### src/rtl/fft4_stream_pkg.sv
// Shared types, constants and complex helpers for the streaming 4-point FFT.
// FFT4_ROUND_EN selects the divide-by-4 rounded output width (OW=DW) instead of full growth (OW=DW+2).
package fft_pkg;

    localparam int FFT_DW = 16;
    // Internal working width; wide enough for full 4-point growth of any practical DW.
    localparam int CW = 40;

    localparam logic [1:0] BIN_X0 = 2'd0;
    localparam logic [1:0] BIN_X1 = 2'd1;
    localparam logic [1:0] BIN_X2 = 2'd2;
    localparam logic [1:0] BIN_X3 = 2'd3;

    typedef struct packed {
        logic signed [CW-1:0] re;
        logic signed [CW-1:0] im;
    } cplx_t;

    typedef enum logic [0:0] {
        OUT_IDLE  = 1'b0,
        OUT_DRAIN = 1'b1
    } out_state_e;

    function automatic int fft_ow(input int dw);
`ifdef FFT4_ROUND_EN
        return dw;
`else
        return dw + 2;
`endif
    endfunction

    function automatic cplx_t cplx_add(input cplx_t x, input cplx_t y);
        cplx_t r;
        r.re = x.re + y.re;
        r.im = x.im + y.im;
        return r;
    endfunction

    function automatic cplx_t cplx_sub(input cplx_t x, input cplx_t y);
        cplx_t r;
        r.re = x.re - y.re;
        r.im = x.im - y.im;
        return r;
    endfunction

    // j*(re + j*im) = -im + j*re
    function automatic cplx_t mul_j(input cplx_t x);
        cplx_t r;
        r.re = -x.im;
        r.im = x.re;
        return r;
    endfunction

endpackage

### src/rtl/fft4_stream_if.sv
// Sample-in / bin-out handshake bundle of fft4_stream; slave is the FFT side, master the environment.
interface fft4_stream_if #(
    parameter int DW = fft_pkg::FFT_DW,
    parameter int OW = fft_pkg::fft_ow(DW)
) ();

    logic            s_valid;
    logic            s_ready;
    logic [2*DW-1:0] s_data;
    logic            s_last;
    logic            s_inv;
    logic            m_valid;
    logic            m_ready;
    logic [2*OW-1:0] m_data;
    logic [1:0]      m_index;
    logic            m_last;

    modport slave (
        input  s_valid, s_data, s_last, s_inv, m_ready,
        output s_ready, m_valid, m_data, m_index, m_last
    );

    modport master (
        output s_valid, s_data, s_last, s_inv, m_ready,
        input  s_ready, m_valid, m_data, m_index, m_last
    );

endinterface

### src/rtl/fft4_stream_bfly.sv
// Registered 4-point radix-4 butterfly; loads all four bins in one edge when load_i is high.
// With FFT4_ROUND_EN each bin is rounded half-up by 1/4 and saturated to OW bits.
module fft4_bfly
    import fft_pkg::*;
#(
    parameter int DW = FFT_DW,
    parameter int OW = fft_ow(DW)
) (
    input  logic            clk,
    input  logic            rstn,
    input  logic            load_i,
    input  logic            inv_i,
    input  logic [2*DW-1:0] x_i   [4],
    output logic [2*OW-1:0] bin_o [4]
);

`ifdef FFT4_ROUND_EN
    localparam logic signed [CW-1:0] RND_C   = CW'(32'sd2);
    localparam logic signed [CW-1:0] SAT_MAX = {{(CW-OW+1){1'b0}}, {(OW-1){1'b1}}};
    localparam logic signed [CW-1:0] SAT_MIN = {{(CW-OW+1){1'b1}}, {(OW-1){1'b0}}};
`endif

    cplx_t           a_s, b_s, c_s, d_s, sum_ac_s, dif_ac_s, sum_bd_s, jdif_bd_s;
    cplx_t           y_s   [4];
    logic [2*OW-1:0] bin_q [4];

    function automatic cplx_t widen(input logic [2*DW-1:0] smp);
        cplx_t r;
        r.re = CW'($signed(smp[DW-1:0]));
        r.im = CW'($signed(smp[2*DW-1:DW]));
        return r;
    endfunction

    function automatic logic [OW-1:0] narrow(input logic signed [CW-1:0] v);
`ifdef FFT4_ROUND_EN
        logic signed [CW-1:0] t;
        t = (v + RND_C) >>> 2;
        if (t > SAT_MAX) begin
            t = SAT_MAX;
        end else if (t < SAT_MIN) begin
            t = SAT_MIN;
        end else begin
            t = t;
        end
        return t[OW-1:0];
`else
        return v[OW-1:0];
`endif
    endfunction

    // Butterfly arithmetic; inverse flips the sign of the j-rotated odd term.
    always_comb begin
        a_s       = widen(x_i[0]);
        b_s       = widen(x_i[1]);
        c_s       = widen(x_i[2]);
        d_s       = widen(x_i[3]);
        sum_ac_s  = cplx_add(a_s, c_s);
        dif_ac_s  = cplx_sub(a_s, c_s);
        sum_bd_s  = cplx_add(b_s, d_s);
        jdif_bd_s = mul_j(cplx_sub(b_s, d_s));
        y_s[BIN_X0] = cplx_add(sum_ac_s, sum_bd_s);
        y_s[BIN_X2] = cplx_sub(sum_ac_s, sum_bd_s);
        if (inv_i) begin
            y_s[BIN_X1] = cplx_add(dif_ac_s, jdif_bd_s);
            y_s[BIN_X3] = cplx_sub(dif_ac_s, jdif_bd_s);
        end else begin
            y_s[BIN_X1] = cplx_sub(dif_ac_s, jdif_bd_s);
            y_s[BIN_X3] = cplx_add(dif_ac_s, jdif_bd_s);
        end
    end

    // Output bin registers.
    always_ff @(posedge clk or negedge rstn) begin
        if (!rstn) begin
            for (int i = 0; i < 4; i++) bin_q[i] <= '0;
        end else if (load_i) begin
            for (int i = 0; i < 4; i++) bin_q[i] <= {narrow(y_s[i].im), narrow(y_s[i].re)};
        end
    end

    assign bin_o = bin_q;

endmodule

### src/rtl/fft4_stream.sv
// Streaming 4-point FFT/IFFT: collects 4-sample frames, transforms in one step, drains bins 0..3.
// Output width follows FFT4_ROUND_EN (see fft_pkg::fft_ow).
module fft4_stream
    import fft_pkg::*;
#(
    parameter int DW = FFT_DW
) (
    input  logic           clk,
    input  logic           rstn,
    fft4_stream_if.slave   bus,
    output logic           err
);

    localparam int OW = fft_ow(DW);

    logic [1:0]      in_idx_q, in_idx_d;
    logic            in_full_q, in_full_d;
    logic            inv_q, inv_d;
    logic            err_q, err_d;
    logic [2*DW-1:0] x_q [4];
    out_state_e      state_q, state_d;
    logic [1:0]      idx_q, idx_d;
    logic            accept_s, bad_s, last_acc_s, xfer_s;
    logic [2*OW-1:0] bin_s [4];

    assign accept_s   = bus.s_valid && !in_full_q;
    assign bad_s      = accept_s && (bus.s_last != (in_idx_q == 2'd3));
    assign last_acc_s = (state_q == OUT_DRAIN) && (idx_q == BIN_X3) && bus.m_ready;
    // A full input frame moves into the butterfly when the output side is free or freeing this cycle.
    assign xfer_s     = in_full_q && ((state_q == OUT_IDLE) || last_acc_s);

    // Input framing next-state.
    always_comb begin
        in_idx_d  = in_idx_q;
        in_full_d = in_full_q;
        inv_d     = inv_q;
        err_d     = 1'b0;
        if (bad_s) begin
            err_d    = 1'b1;
            in_idx_d = 2'd0;
        end else if (accept_s) begin
            in_idx_d  = in_idx_q + 2'd1;
            in_full_d = (in_idx_q == 2'd3);
            if (in_idx_q == 2'd0) begin
                inv_d = bus.s_inv;
            end else begin
                inv_d = inv_q;
            end
        end else if (xfer_s) begin
            in_full_d = 1'b0;
        end else begin
            in_full_d = in_full_q;
        end
    end

    // Input state registers and sample buffer.
    always_ff @(posedge clk or negedge rstn) begin
        if (!rstn) begin
            in_idx_q  <= 2'd0;
            in_full_q <= 1'b0;
            inv_q     <= 1'b0;
            err_q     <= 1'b0;
            for (int i = 0; i < 4; i++) x_q[i] <= '0;
        end else begin
            in_idx_q  <= in_idx_d;
            in_full_q <= in_full_d;
            inv_q     <= inv_d;
            err_q     <= err_d;
            if (accept_s) x_q[in_idx_q] <= bus.s_data;
        end
    end

    fft4_bfly #(.DW(DW), .OW(OW)) u_bfly (
        .clk    (clk),
        .rstn   (rstn),
        .load_i (xfer_s),
        .inv_i  (inv_q),
        .x_i    (x_q),
        .bin_o  (bin_s)
    );

    // Output FSM state register.
    always_ff @(posedge clk or negedge rstn) begin
        if (!rstn) begin
            state_q <= OUT_IDLE;
            idx_q   <= BIN_X0;
        end else begin
            state_q <= state_d;
            idx_q   <= idx_d;
        end
    end

    // Output FSM next-state; a transfer on the final-bin handshake reloads with no bubble.
    always_comb begin
        state_d = state_q;
        idx_d   = idx_q;
        case (state_q)
            OUT_IDLE: begin
                if (xfer_s) begin
                    state_d = OUT_DRAIN;
                    idx_d   = BIN_X0;
                end else begin
                    state_d = OUT_IDLE;
                end
            end
            OUT_DRAIN: begin
                if (bus.m_ready && (idx_q == BIN_X3)) begin
                    state_d = xfer_s ? OUT_DRAIN : OUT_IDLE;
                    idx_d   = BIN_X0;
                end else if (bus.m_ready) begin
                    idx_d = idx_q + 2'd1;
                end else begin
                    idx_d = idx_q;
                end
            end
            default: begin
                state_d = OUT_IDLE;
                idx_d   = BIN_X0;
            end
        endcase
    end

    // Output FSM outputs.
    always_comb begin
        bus.m_valid = 1'b0;
        bus.m_last  = 1'b0;
        case (state_q)
            OUT_DRAIN: begin
                bus.m_valid = 1'b1;
                bus.m_last  = (idx_q == BIN_X3);
            end
            default: begin
                bus.m_valid = 1'b0;
                bus.m_last  = 1'b0;
            end
        endcase
    end

    assign bus.m_index = idx_q;
    assign bus.m_data  = bin_s[idx_q];
    assign bus.s_ready = !in_full_q;
    assign err         = err_q;

endmodule

### src/flat_wrapper.sv
// flat-port wrapper written by rule: the top's interface ports become plain ports
module fft4_stream_flat import fft_pkg::*;
#(
    parameter int DW = FFT_DW
)
  (clk, rstn, err, bus_s_valid, bus_s_data, bus_s_last, bus_s_inv, bus_m_ready, bus_s_ready, bus_m_valid, bus_m_data, bus_m_index, bus_m_last);
  fft4_stream_if #(.DW(DW)) bus_i ();
  input  logic clk;
  input  logic rstn;
  output logic err;
  input wire logic [$bits(bus_i.s_valid)-1:0] bus_s_valid;
  input wire logic [$bits(bus_i.s_data)-1:0] bus_s_data;
  input wire logic [$bits(bus_i.s_last)-1:0] bus_s_last;
  input wire logic [$bits(bus_i.s_inv)-1:0] bus_s_inv;
  input wire logic [$bits(bus_i.m_ready)-1:0] bus_m_ready;
  output wire logic [$bits(bus_i.s_ready)-1:0] bus_s_ready;
  output wire logic [$bits(bus_i.m_valid)-1:0] bus_m_valid;
  output wire logic [$bits(bus_i.m_data)-1:0] bus_m_data;
  output wire logic [$bits(bus_i.m_index)-1:0] bus_m_index;
  output wire logic [$bits(bus_i.m_last)-1:0] bus_m_last;
  assign bus_i.s_valid = bus_s_valid;
  assign bus_i.s_data = bus_s_data;
  assign bus_i.s_last = bus_s_last;
  assign bus_i.s_inv = bus_s_inv;
  assign bus_i.m_ready = bus_m_ready;
  assign bus_s_ready = bus_i.s_ready;
  assign bus_m_valid = bus_i.m_valid;
  assign bus_m_data = bus_i.m_data;
  assign bus_m_index = bus_i.m_index;
  assign bus_m_last = bus_i.m_last;
  fft4_stream #(.DW(DW)) u_core (.clk(clk), .rstn(rstn), .bus(bus_i), .err(err));
endmodule
### config.mk
export PLATFORM = sky130hd
export DESIGN_NAME = fft4_stream_flat
export DESIGN_NICKNAME = d
export VERILOG_FILES = /design/src/rtl/fft4_stream_pkg.sv /design/src/rtl/fft4_stream_if.sv /design/src/rtl/fft4_stream_bfly.sv /design/src/rtl/fft4_stream.sv /design/src/flat_wrapper.sv
export SDC_FILE = /design/constraint.sdc
export NUM_CORES = 1
export LEC_CHECK = 0
export BUFFER_PORTS_ARGS = -buffer_cell sky130_fd_sc_hd__buf_2
export CORE_AREA = 8 8 224 226
export CTS_CLUSTER_SIZE = 25
export DETAILED_ROUTE_END_ITERATION = 8
export DIE_AREA = 0 0 232 234
export PLACE_DENSITY = 0.7
export SYNTH_ARGS = -nofsm -noshare
export SYNTH_HDL_FRONTEND = slang
export SYNTH_SLANG_ARGS = --single-unit
export TNS_END_PERCENT = 10
### constraint.sdc
create_clock -name clk -period 4.4 [get_ports clk]
set_input_delay 0.44 -clock clk [delete_from_list [all_inputs] [get_ports clk]]
set_output_delay 0.44 -clock clk [all_outputs]
set_load 0.02 [all_outputs]
-- After elaboration in Yosys (flattened, before gate mapping)
Index checks and enable logic that the tools add are counted.
- input port bits: 38
- flip-flop bits (word level): 280
- word-level logic and storage cells: 82
- output and inout bits: 42
- add/sub/neg operators: 19
- eq/ne operators: 5
- order comparisons: 3
- multiplexer cells: 22
- bitwise gates (word level): 4
- reduce and logical (&&, ||, !) cells: 15
- operators with widths (kind ; count):
    128-bit bitwise mux ; 1
    58-bit 2-to-1 mux ; 2
    36-bit binary-select mux with 2-bit select ; 1
    36-bit 2-to-1 mux ; 2
    16-bit by 16-bit adder with 17-bit output ; 4
    16-bit by 16-bit subtractor with 17-bit output ; 4
    32-bit demux with 2-bit select ; 1
    17-bit by 17-bit adder with 18-bit output ; 3
    17-bit by 17-bit subtractor with 18-bit output ; 3
    32-bit 2-to-1 mux ; 1
    17-bit by 18-bit adder with 18-bit output ; 1
    17-bit negation with 18-bit output ; 1
    17-bit by 18-bit subtractor with 18-bit output ; 1
    2-bit 2-to-1 mux ; 5
    1-bit logical AND ; 7
    1-bit 2-to-1 mux ; 7
    3-bit greater-or-equal comparator, second input constant ; 2
    2-bit inverter with 3-bit output ; 2
    2-bit by 1-bit adder with 2-bit output, second input constant ; 2
    2-bit equality test, second input constant ; 2
    2-bit one-hot mux with 2 select lines ; 1
    2-bit AND reduction ; 2
    2-bit nonzero test ; 2
    3-bit by 1-bit less-than comparator with 1-bit output, second input constant ; 1
    9 further kinds ; 10

-- Longest topological paths before layout
- depth after elaboration: 8
- mapped depth: 21

-- Modules after synthesis
From an unflattened synthesis, not the netlist that was laid out.
- cell total of the unflattened synthesis: 2589
- area total of the unflattened synthesis: 24397.1 µm²
- by module, submodules not included (module ; times used ; area each (µm²) ; cells an instance ; sequential area each (µm²)):
    fft4_bfly ; 1 ; 17994.8 ; 2238 ; 3503.4
    fft4_stream ; 1 ; 6402.4 ; 351 ; 3403.3

-- Least setup slack after synthesis
No wires, ideal clock.
- path type: register to register
- from: register u_core.x_q[33] in the netlist's numbering
- to: register u_core.u_bfly.bin_q, in the netlist u_core.u_bfly.bin_o[88]
- stages on the path, launching flop included: 22
- period minus slack after synthesis: 4.267 ns
- path slack: 0.133 ns
- required time: 4.331 ns
- arrival time: 4.198 ns
- path through: dfrtp_1 > inv_1 > ha_1 > nor2b_1 > o21ai_0 > a21boi_0 > o21ai_0 > a21boi_0 > and2_1 > o21ai_0 > nor2b_1 > xnor2_1 > ha_1 > or4_4 > nor3_2 > a21o_2 > o41ai_2 > o31ai_4 > a221o_1 > xnor2_1 > or3_1 > nand3_1
- longest elaborated chain between the ends: 3
- elaborated cells on any way between the ends: 4
- those cells by class: add/sub: 3; mux: 1
- ends and longest elaborated chain (what ; RTL line ; text):
    from (decl) ; fft4_stream.sv:20 ; logic [2*DW-1:0] x_q [4];
    from (signal, indexed assignment) ; fft4_stream.sv:69 ; if (accept_s) x_q[in_idx_q] <= bus.s_data;
    16-bit by 16-bit subtractor with 17-bit output * ; fft4_stream_pkg.sv:41 ; r.re = x.re - y.re;
    17-bit by 18-bit subtractor with 18-bit output or 17-bit by 18-bit adder with 18-bit output (tied branches) ; fft4_stream_pkg.sv:41, fft4_stream_pkg.sv:34 ;
    58-bit 2-to-1 mux * ; fft4_stream_bfly.sv:63 ; if (inv_i) begin
    to (decl) ; fft4_stream_bfly.sv:25 ; logic [2*OW-1:0] bin_q [4];
Every way passes the cells marked *; elsewhere a longest branch is shown, timed or not.
A chain may end at the register's enable or synchronous reset.

-- Final worst setup path
- from: register u_core.x_q[16] in the netlist's numbering
- to: register u_core.u_bfly.bin_q, in the netlist u_core.u_bfly.bin_o[87]
- longest elaborated chain between the ends: 4
- elaborated cells on any way between the ends: 5
- those cells by class: add/sub: 4; mux: 1
- ends and longest elaborated chain (what ; RTL line ; text):
    16-bit by 16-bit subtractor with 17-bit output * ; fft4_stream_pkg.sv:42 ; r.im = x.im - y.im;
    17-bit negation with 18-bit output * ; fft4_stream_pkg.sv:49 ; r.re = -x.im;
    17-bit by 18-bit subtractor with 18-bit output or 17-bit by 18-bit adder with 18-bit output (tied branches) ; fft4_stream_pkg.sv:41, fft4_stream_pkg.sv:34 ;
    58-bit 2-to-1 mux * ; fft4_stream_bfly.sv:63 ;
Marks and branches as above.

==> metrics <==
outcome finished clean; startpoint-to-endpoint class of the critical path flip-flop to flip-flop; total I/O pin count 80; final worst path period need 4300 ps; average detailed-routed wire length per instance 19.5 um; number of warnings printed during yosys synthesis 0; unrepaired setup endpoints after global routing true; count of state elements after synthesis about 280; Worst Slack Setup Final between 100 and 150 ps; Final GP Congestion 0.926; sequential area share after synthesis about 30%; overflow left after global routing 0; count of pins over their slew limit 0; relative max-transition margin 37.4%; starting density of the core about half; number of cells on the worst reg-to-reg path 21; placement-stage worst setup slack -152 ps; worst slew pin tran approximately 940 ps; Max stage delay on crit path between 300 and 400 ps; crit end category flip-flop; mean number of vias per cell a little under 6; number of fill cells between 4000 and 5000; count of buffers inserted at the top-level ports about 80; detailed placement HPWL 51800 um; post-synth net total between 2000 and 3000; Avg Inst Size Synth around 9 um^2; chip width between 200 and 250 um; Async S/R FF share, synth 100%; Nets roughly 3000; setup slack on the worst flop-to-flop path a little over 100 ps; final standard cell count with taps included and fillers excluded 3376; end of the worst register-to-register path u_core.u_bfly.bin_o[87]; count of distinct cell types in the synthesized netlist slightly below 80; type of the tightest min-delay check primary input to flip-flop; maximum clock insertion buffer count 3; Die Ht about 230 um; worst path buffer plus inverter count 2; clock tree from TritonCTS yes; launch point of the worst hold path bus_s_data[23]; multi-input combinational cell area ~16000 um^2; critical path's slowest cell a211o_1; antenna-violating nets left 0; clock buffers created by TritonCTS 34; Antenna Diode Count 0; EDFF count, synth 0; Final Routed Wirelength ~66000 um; DIE AREA between 50000 and 60000 um^2; clock slew at the register clock pins of the worst setup and hold paths approximately 70 ps; Final Hold Viols 0; clock insertion delay at the later pin of the skew report 550 ps; CTS Sinks roughly 280; antenna violations before repair 4; share of final-layout standard cells stronger than drive strength 1 19.8%; setup violators final 0; data required time at the worst endpoint approximately 4800 ps; DR vias between 15000 and 20000; worst-path fanout max 3; number of violations of the max-capacitance limit 0; chain of cells forming the critical path inv_1 -> ha_1 -> fa_2 -> nor2b_1 -> o21ai_2 -> a21boi_2 -> o21ai_1 -> a21oi_1 -> a21oi_1 -> o21bai_1 -> xnor2_2 -> ha_4 -> inv_1 -> nor4_4 -> a221oi_2 -> a211o_1 -> o31ai_4 -> xnor2_1 -> nand2_1 -> o21ai_1 -> mux2_4; top cell family by delay on the critical path compound AO/OA/AOI/OAI gates; origin of the critical flop-to-flop path u_core.x_q[16]; Rows 80; clock root buffer clkbuf_16; cells after synthesis ~2600; DRC violation count after routing 0; type of origin of the critical path flip-flop; final design utilization between 50% and 60%; endpoint with the worst hold slack u_core.x_q[119]; Netlist Area Pre-Place ~23000 um^2; final clock skew between 20 and 30 ps; total negative setup slack 0 ps; wire length of the first global-routing pass a little over 100000 um; CTS H-tree lvls 2; pin count of the biggest net entering global routing around 140; total routing resource utilization after global routing between 20% and 30%; Reg area between 6000 and 7000 um^2; data arrival at the endpoint of the critical path about 4700 ps; Fmax between 0.2 and 0.25 GHz; core area between 40000 and 50000 um^2; number of instances in the placed design around 3300; via count of the first global-routing pass roughly 19000; share of the cycle needed by the critical path after routing around 98%; most common flop cell mapped by yosys dfrtp_1; first drt pass iteration count 5; cell depth of the worst min-delay path 2; layout overhead on the synthesized area 14.6%; initial detailed-routing violation count between 1500 and 2000
[cells in the mapped netlist, drive strengths merged, types with 7 or more instances]
library cell | count | area, um^2
a211oi | 15 | 113
o41ai | 9 | 109
buf | 34 | 145
fa | 16 | 320
dfrtp | 276 | 6910
xnor2 | 171 | 1500
or3 | 24 | 150
o21ai | 188 | 941
nor2 | 171 | 642
or2 | 15 | 93.8
nand4 | 12 | 75.1
and2 | 15 | 93.8
a21boi | 9 | 67.6
mux2i | 18 | 180
nand2 | 212 | 796
a21o | 36 | 272
nor2b | 34 | 213
o31ai | 17 | 146
ha | 269 | 3370
inv | 243 | 912
o31a | 10 | 87.6
a31oi | 22 | 138
o22ai | 7 | 43.8
a2111oi | 11 | 121
a21oi | 164 | 821
a211o | 11 | 96.3
a22oi | 7 | 52.6
nor3 | 53 | 270
o21bai | 52 | 390
mux4 | 34 | 766
xor2 | 42 | 368
clkbuf | 84 | 315
nand2b | 39 | 244
mux2 | 143 | 1610
nand3 | 37 | 185
o21a | 17 | 128
o211ai | 13 | 97.6
[cell usage in the layout (no fill, tap or decap), types with 13 or more instances in the layout]
master and count:
nor3_1 51, o31ai_1 13, fa_1 14, xor2_1 42, xnor2_1 159, nor2_1 168
o21a_1 17, or3_1 24, a21o_1 35, nand3_1 36, mux2_2 142, and2_1 14
buf_2 78, nand2b_1 38, inv_1 243, o211ai_1 13, o21ai_0 171, dfrtp_1 274
nor2b_1 33, nand2_1 212, buf_4 127, mux2i_1 18, o21bai_1 51, ha_1 262
clkbuf_16 35, mux4_2 34, a21oi_1 152, or2_2 14, a31oi_1 19, a211oi_1 13
[metrics by stage]
step / instance area, um^2 / hold slack, ps
floorplan: 23500 / 144
global placement: 25200 / 226
detailed placement: 25200 / 225
CTS: 26400 / 142
global route: 26900 / 162
finish: 26900 / 168
[worst max path at each step]
stage | slack (ps) | cells past startpoint | startpoint | endpoint
after floorplan | 130 | 21 | u_core.x_q[33] | u_core.u_bfly.bin_o[88]
after global placement | -8 | 22 | u_core.x_q[33] | u_core.u_bfly.bin_o[86]
after detailed placement | -150 | 21 | u_core.x_q[33] | u_core.u_bfly.bin_o[88]
after CTS | -10 | 18 | u_core.x_q[0] | u_core.u_bfly.bin_o[106]
after global routing | -100 | 21 | u_core.x_q[16] | u_core.u_bfly.bin_o[87]
final | 100 | 21 | u_core.x_q[16] | u_core.u_bfly.bin_o[87]
[registers in the layout (all words and copies together), names as in the netlist]
register / flops
u_core.err: 1
u_core.inv_q: 1
u_core.state_q: 1
u_core.bus.m_index: 2
u_core.x_q: 128
u_core.u_bfly.bin_o: 140
u_core.in_full_q: 1
u_core.in_idx_q: 2
[cells by family after synthesis]
group           synth area share (%)
buf+inv                         5.87
fa+ha+maj                       15.7
compound gates                  17.5
mux                             10.9
flops                           29.5
xor+xnor                        7.95
simple gates                    12.6
[routing by layer]
layer	track usage [%]	part of all wire, %
met2	36.2	43
met4	5.80	2.6
met1	35.3	47
met3	3.81	7.2
met5	0	0.059
[final cells by class]
class                      count  area share, %
clock buffer                  46           3.64
clock inverter                14          0.815
inverter                     244           3.41
multi-input combinational   1971           58.3
sequential                   276           25.7
tap                          615           2.86
timing repair buffer         210           5.32
[timing repair]
item,CTS,global route
endpoints found under the setup margin,17,46
gates resized for setup,9,93
pin swaps,0,26
hold endpoints to repair,2,0
setup buffers,0,2
hold buffers,1,0
Power is not shown: default switching activity piles up to over one toggle a cycle in this logic, so the estimate is an artifact.
